$ cat config.mk
export PLATFORM = sky130hd
export DESIGN_NAME = mpresult_unloader
export DESIGN_NICKNAME = d
export VERILOG_FILES = /design/src/rtl/mpresult_unloader.sv
export SDC_FILE = /design/constraint.sdc
export NUM_CORES = 2
export LEC_CHECK = 0
export ABC_AREA = 1
export BUFFER_PORTS_ARGS = -buffer_cell sky130_fd_sc_hd__buf_4
export CORE_AREA = 10 10 409 411
export CTS_CLUSTER_DIAMETER = 200
export DETAILED_ROUTE_END_ITERATION = 6
export DIE_AREA = 0 0 419 421
export PLACE_DENSITY_LB_ADDON = 0.2
export REMOVE_ABC_BUFFERS = 1
export SETUP_SLACK_MARGIN = 0.3
export SLEW_MARGIN = 10
export SYNTH_ARGS = -nofsm -noshare
export SYNTH_HDL_FRONTEND = slang
export SYNTH_SLANG_ARGS = --single-unit
$ cat constraint.sdc
create_clock -name clk -period 2 [get_ports clk]
set_input_delay 0.3 -clock clk [delete_from_list [all_inputs] [get_ports clk]]
set_output_delay 0.3 -clock clk [all_outputs]
set_load 0.02 [all_outputs]
$ cat src/rtl/mpresult_unloader.sv
// rtl/mpresult_unloader.sv - captures a wide mpadder result and streams it LSW-first as 32-bit words
module mpresult_unloader #(
    parameter int DATA_W = 1028,
    parameter int WORD_W = 32
) (
    input  logic              clk,
    input  logic              resetn,
    input  logic [DATA_W-1:0] in_result,
    input  logic              in_valid,
    output logic              in_ready,
    output logic [WORD_W-1:0] out_data,
    output logic              out_valid,
    input  logic              out_ready,
    output logic              out_last,
    output logic              overrun
);

    localparam int NWORDS = (DATA_W + WORD_W - 1) / WORD_W;
    localparam int SH_W   = NWORDS * WORD_W;
    localparam int CNT_W  = $clog2(NWORDS);
    localparam logic [CNT_W-1:0] LAST_CNT = CNT_W'(NWORDS - 1);

    typedef enum logic {
        IDLE = 1'b0,
        SEND = 1'b1
    } state_t;

    state_t           state_q, state_d;
    logic [SH_W-1:0]  shreg_q, shreg_d;
    logic [CNT_W-1:0] cnt_q, cnt_d;
    logic             out_valid_q, out_valid_d;
    logic             out_last_q, out_last_d;
    logic             overrun_q, overrun_d;

    logic capture;
    logic handshake;

    // A new result may be taken while idle, or on the very handshake that retires the final word.
    assign in_ready  = (state_q == IDLE) || (state_q == SEND && out_last_q && out_ready);
    assign capture   = in_valid && in_ready;
    assign handshake = out_valid_q && out_ready;

    assign out_data  = shreg_q[WORD_W-1:0];
    assign out_valid = out_valid_q;
    assign out_last  = out_last_q;
    assign overrun   = overrun_q;

    always_comb begin
        state_d     = state_q;
        shreg_d     = shreg_q;
        cnt_d       = cnt_q;
        out_valid_d = out_valid_q;
        out_last_d  = out_last_q;
        overrun_d   = overrun_q || (in_valid && !in_ready);

        if (capture) begin
            state_d     = SEND;
            shreg_d     = SH_W'(in_result);
            cnt_d       = '0;
            out_valid_d = 1'b1;
            out_last_d  = (LAST_CNT == '0);
        end else if (handshake) begin
            if (cnt_q == LAST_CNT) begin
                state_d     = IDLE;
                out_valid_d = 1'b0;
                out_last_d  = 1'b0;
            end else begin
                shreg_d    = shreg_q >> WORD_W;
                cnt_d      = cnt_q + CNT_W'(1);
                out_last_d = ((cnt_q + CNT_W'(1)) == LAST_CNT);
            end
        end
    end

    always_ff @(posedge clk) begin
        if (!resetn) begin
            state_q     <= IDLE;
            shreg_q     <= '0;
            cnt_q       <= '0;
            out_valid_q <= 1'b0;
            out_last_q  <= 1'b0;
            overrun_q   <= 1'b0;
        end else begin
            state_q     <= state_d;
            shreg_q     <= shreg_d;
            cnt_q       <= cnt_d;
            out_valid_q <= out_valid_d;
            out_last_q  <= out_last_d;
            overrun_q   <= overrun_d;
        end
    end

endmodule
==> impl_metrics.json <==
{
  "synth.area.mux_share_pct": 0,
  "antenna_found_initial": 48,
  "synth_top_area_share_pct": 43.20,
  "synth_fa_ha_area_share_pct": 0.07811,
  "power.leakage_nw": 37.24,
  "clk_path_buf_depth": 3,
  "crit_path_end_kind": "flip-flop",
  "drt_first_iter_violations": 4339,
  "cellPowerDensity_nw_per_um2": 807.9,
  "critPathLaunch": "out_last",
  "ios": 1068,
  "synth_compound_area_share_pct": 10.82,
  "gp_congestion": 0.8931,
  "hp-start": "in_result[605]",
  "postSynthCellCount": 7775,
  "placeableCoreArea_um2": 159500,
  "die_h_um": 421,
  "hold_viol": 0,
  "ys_top_cells_by_area": "dfxtp_1 43%, nand2_1 24%, nor2_1 16%",
  "numCtsBuffers": 120,
  "utilization_pct": 47.63,
  "start_util_pct": 30.13,
  "setup_viol": 0,
  "path_buf_inv": 4,
  "drc": 0,
  "slowest_stage": "dfxtp_2",
  "grt_start_max_net_pins": 139,
  "via_count": 56230,
  "ir_worst_vdd_mv": 0.7337,
  "netlist_area_um2": 48050,
  "cts_sinks": 1037,
  "hold_ws_ps": 41.51,
  "maxCapViolations": 0,
  "maxSlewViolCount": 0,
  "clkSlewWorstSetupHoldPaths_ps": 60,
  "finalNetCount": 10760,
  "wl_per_cell_um": 18.34,
  "netlist_top_cells_count": "3077 x nand2_1, 1998 x nor2_1, 1037 x dfxtp_1",
  "via_per_inst": 4.701,
  "die_width_um": 419,
  "yosys_warnings": 0,
  "path_max_fanout": 39,
  "synth_flop_cell": "dfxtp_1",
  "h-tree-depth": 3,
  "cts_tree": "done",
  "grt_pass1_vias": 55870,
  "rows": 147,
  "path_cells": "nand2_2 -> nand2_4 -> nand2_8 -> buf_12 -> nand2_8 -> buf_16 -> buf_4 -> buf_16 -> o21ai_0 -> nor2_1",
  "post-route-period-util_pct": 94.58,
  "die_area_um2": 176400,
  "drive_gt1_share_pct": 16.84,
  "crit_type": "flip-flop to flip-flop",
  "skew_ps": 40.37,
  "synth_top_family_by_area": "simple AND/OR/NAND/NOR gates",
  "rsz0062_at_grt": "yes",
  "arrival_ps": 2500,
  "port_buffers": 1067,
  "worstMarginPinSlew_ps": 628.8,
  "period_needed_ps": 1892,
  "hold_class": "primary input to flip-flop",
  "synthToLayoutAreaGrowth_pct": 58.06,
  "crit_family": "buffers and inverters",
  "slew_headroom_pct": 58.08,
  "ant_nets": 0,
  "grt_pass1_wl_mm": 328.9,
  "synth-edff-count": 0,
  "synth-xor-area-share_pct": 0,
  "timing.rr.start": "out_last",
  "wl_mm": 219.4,
  "crit_path_start_kind": "flip-flop",
  "cp.required_ps": 2610,
  "seq_area_frac_synth_pct": 43.20,
  "firstDrtPassIters": 5,
  "synth.avg_cell_area_um2": 6.181,
  "fillCellCount": 15750,
  "tns_ps": 0,
  "async_flop_share_pct": 0,
  "yosys.area_share.simple_pct": 39.83,
  "grt_overflow": 0,
  "crit_path_max_incr_delay_ps": 330,
  "yosysTopAreaCell": "dfxtp_1",
  "root_buffer": "clkbuf_16",
  "status": "complete, no violations",
  "fmax_mhz": 528.6,
  "grt_use_total_pct": 23.51,
  "synth_seq_cells": 1037,
  "clk_latency_ps": 750,
  "synthDistinctLibCells": 20,
  "synth.most_common_cell": "nand2_1",
  "dp_hpwl_mm": 137.9
}
registers in the layout, summed over array words and instances (netlist names):
signal / cells
overrun: 1
out_last: 1
cnt_q: 6
out_valid: 1
shreg_q: 1028
final cells by class:
type                       count  area (µm²)  area share [%]
multi-input combinational   6129       24620           32.41
antenna                       49       122.6          0.1614
inverter                      14       85.08          0.1120
tap                         2086        2610           3.436
timing repair buffer        2423       23610           31.09
clock buffer                 180        3541           4.662
clock inverter                42       578.1          0.7611
sequential                  1037       20770           27.34
timing repair inverter         1       20.02         0.02636
worst register-to-register path, cell delays in order (launching register included):
cell and delay [ps]:
dfxtp_2 330, nand2_2 80, nand2_4 70, nand2_8 130, buf_12 140, nand2_8 110, buf_16 190, buf_4 200
buf_16 170, o21ai_0 240, nor2_1 90
logic make-up (layout without fill, tap and decap cells):
group,count (synthesis),in the layout
other,0,49
adders and majority gates,3,3
and+or+nand+nor,5088,5088
buffers and inverters,609,2660
AOI/OAI and AO/OA,1038,1038
DFF,1037,1037
layer usage:
layer	global-route usage [%]	part of all wire [%]	up-vias
li1	-	-	28020
met1	27.95	40	25660
met2	39.04	47	1865
met3	3.409	4.7	689
met4	15.88	7.5	0
met5	0	0	-
worst paths after layout:
| check | endpoint | slack, ps | depth (start not counted) |
|---|---|---|---|
| max | shreg_q[399] | 110 | 10 |
| min | shreg_q[605] | 40 | 5 |
| min reg2reg | overrun | 460 | 2 |
| max reg2reg | shreg_q[399] | 110 | 10 |
power by group:
| group | switching [mW] | leakage, nW | internal [mW] | total, mW |
|---|---|---|---|---|
| registers | 1.05 | 8.59 | 22.8 | 23.9 |
| logic | 7.66 | 26.6 | 6.86 | 14.5 |
| clock network | 9.44 | 2.04 | 13.5 | 23.0 |
| total | 18.2 | 37.2 | 43.2 | 61.4 |
layout by cell type (no fill, tap or decap), types with 3 or more instances in the layout:
cell / count
bufbuf_16: 22
nor2_1: 1965
clkbuf_8: 27
nor2_4: 10
dfxtp_1: 1032
inv_6: 3
diode_2: 49
nand3_1: 6
dfxtp_2: 5
inv_16: 4
o21ai_0: 919
nor2_2: 24
a21oi_1: 39
buf_8: 8
nand2_4: 7
buf_12: 64
clkinv_2: 22
bufinv_16: 10
clkbuf_1: 31
o21ai_1: 77
clkinv_16: 3
nand2_1: 3064
buf_4: 1219
nand2_2: 7
inv_1: 9
buf_16: 64
buf_6: 18
dlygate4sd3_1: 1022
clkbuf_16: 128
repair_timing:
action / CTS / global route
gates cloned: 50 / 6
gates resized for setup: 225 / 36
hold buffers: 1022 / 0
endpoints found under the hold margin: 1023 / 0
endpoints found under the setup margin: 1028 / 1032
buffers inserted: 43 / 8
pin swaps: 16 / 4
metrics by stage:
stage	worst slack (ps)	power, mW	instance area (µm²)	cells
floorplan	-28520	31.04	45190	7180
global placement	15.15	35.34	58650	10560
detailed placement	30.86	35.41	58650	10560
CTS	166.1	61.63	75560	11900
global route	52.06	64.40	75940	11960
finish	108.3	61.36	75950	11960
Note: power is estimated with default switching activity, not from simulation.
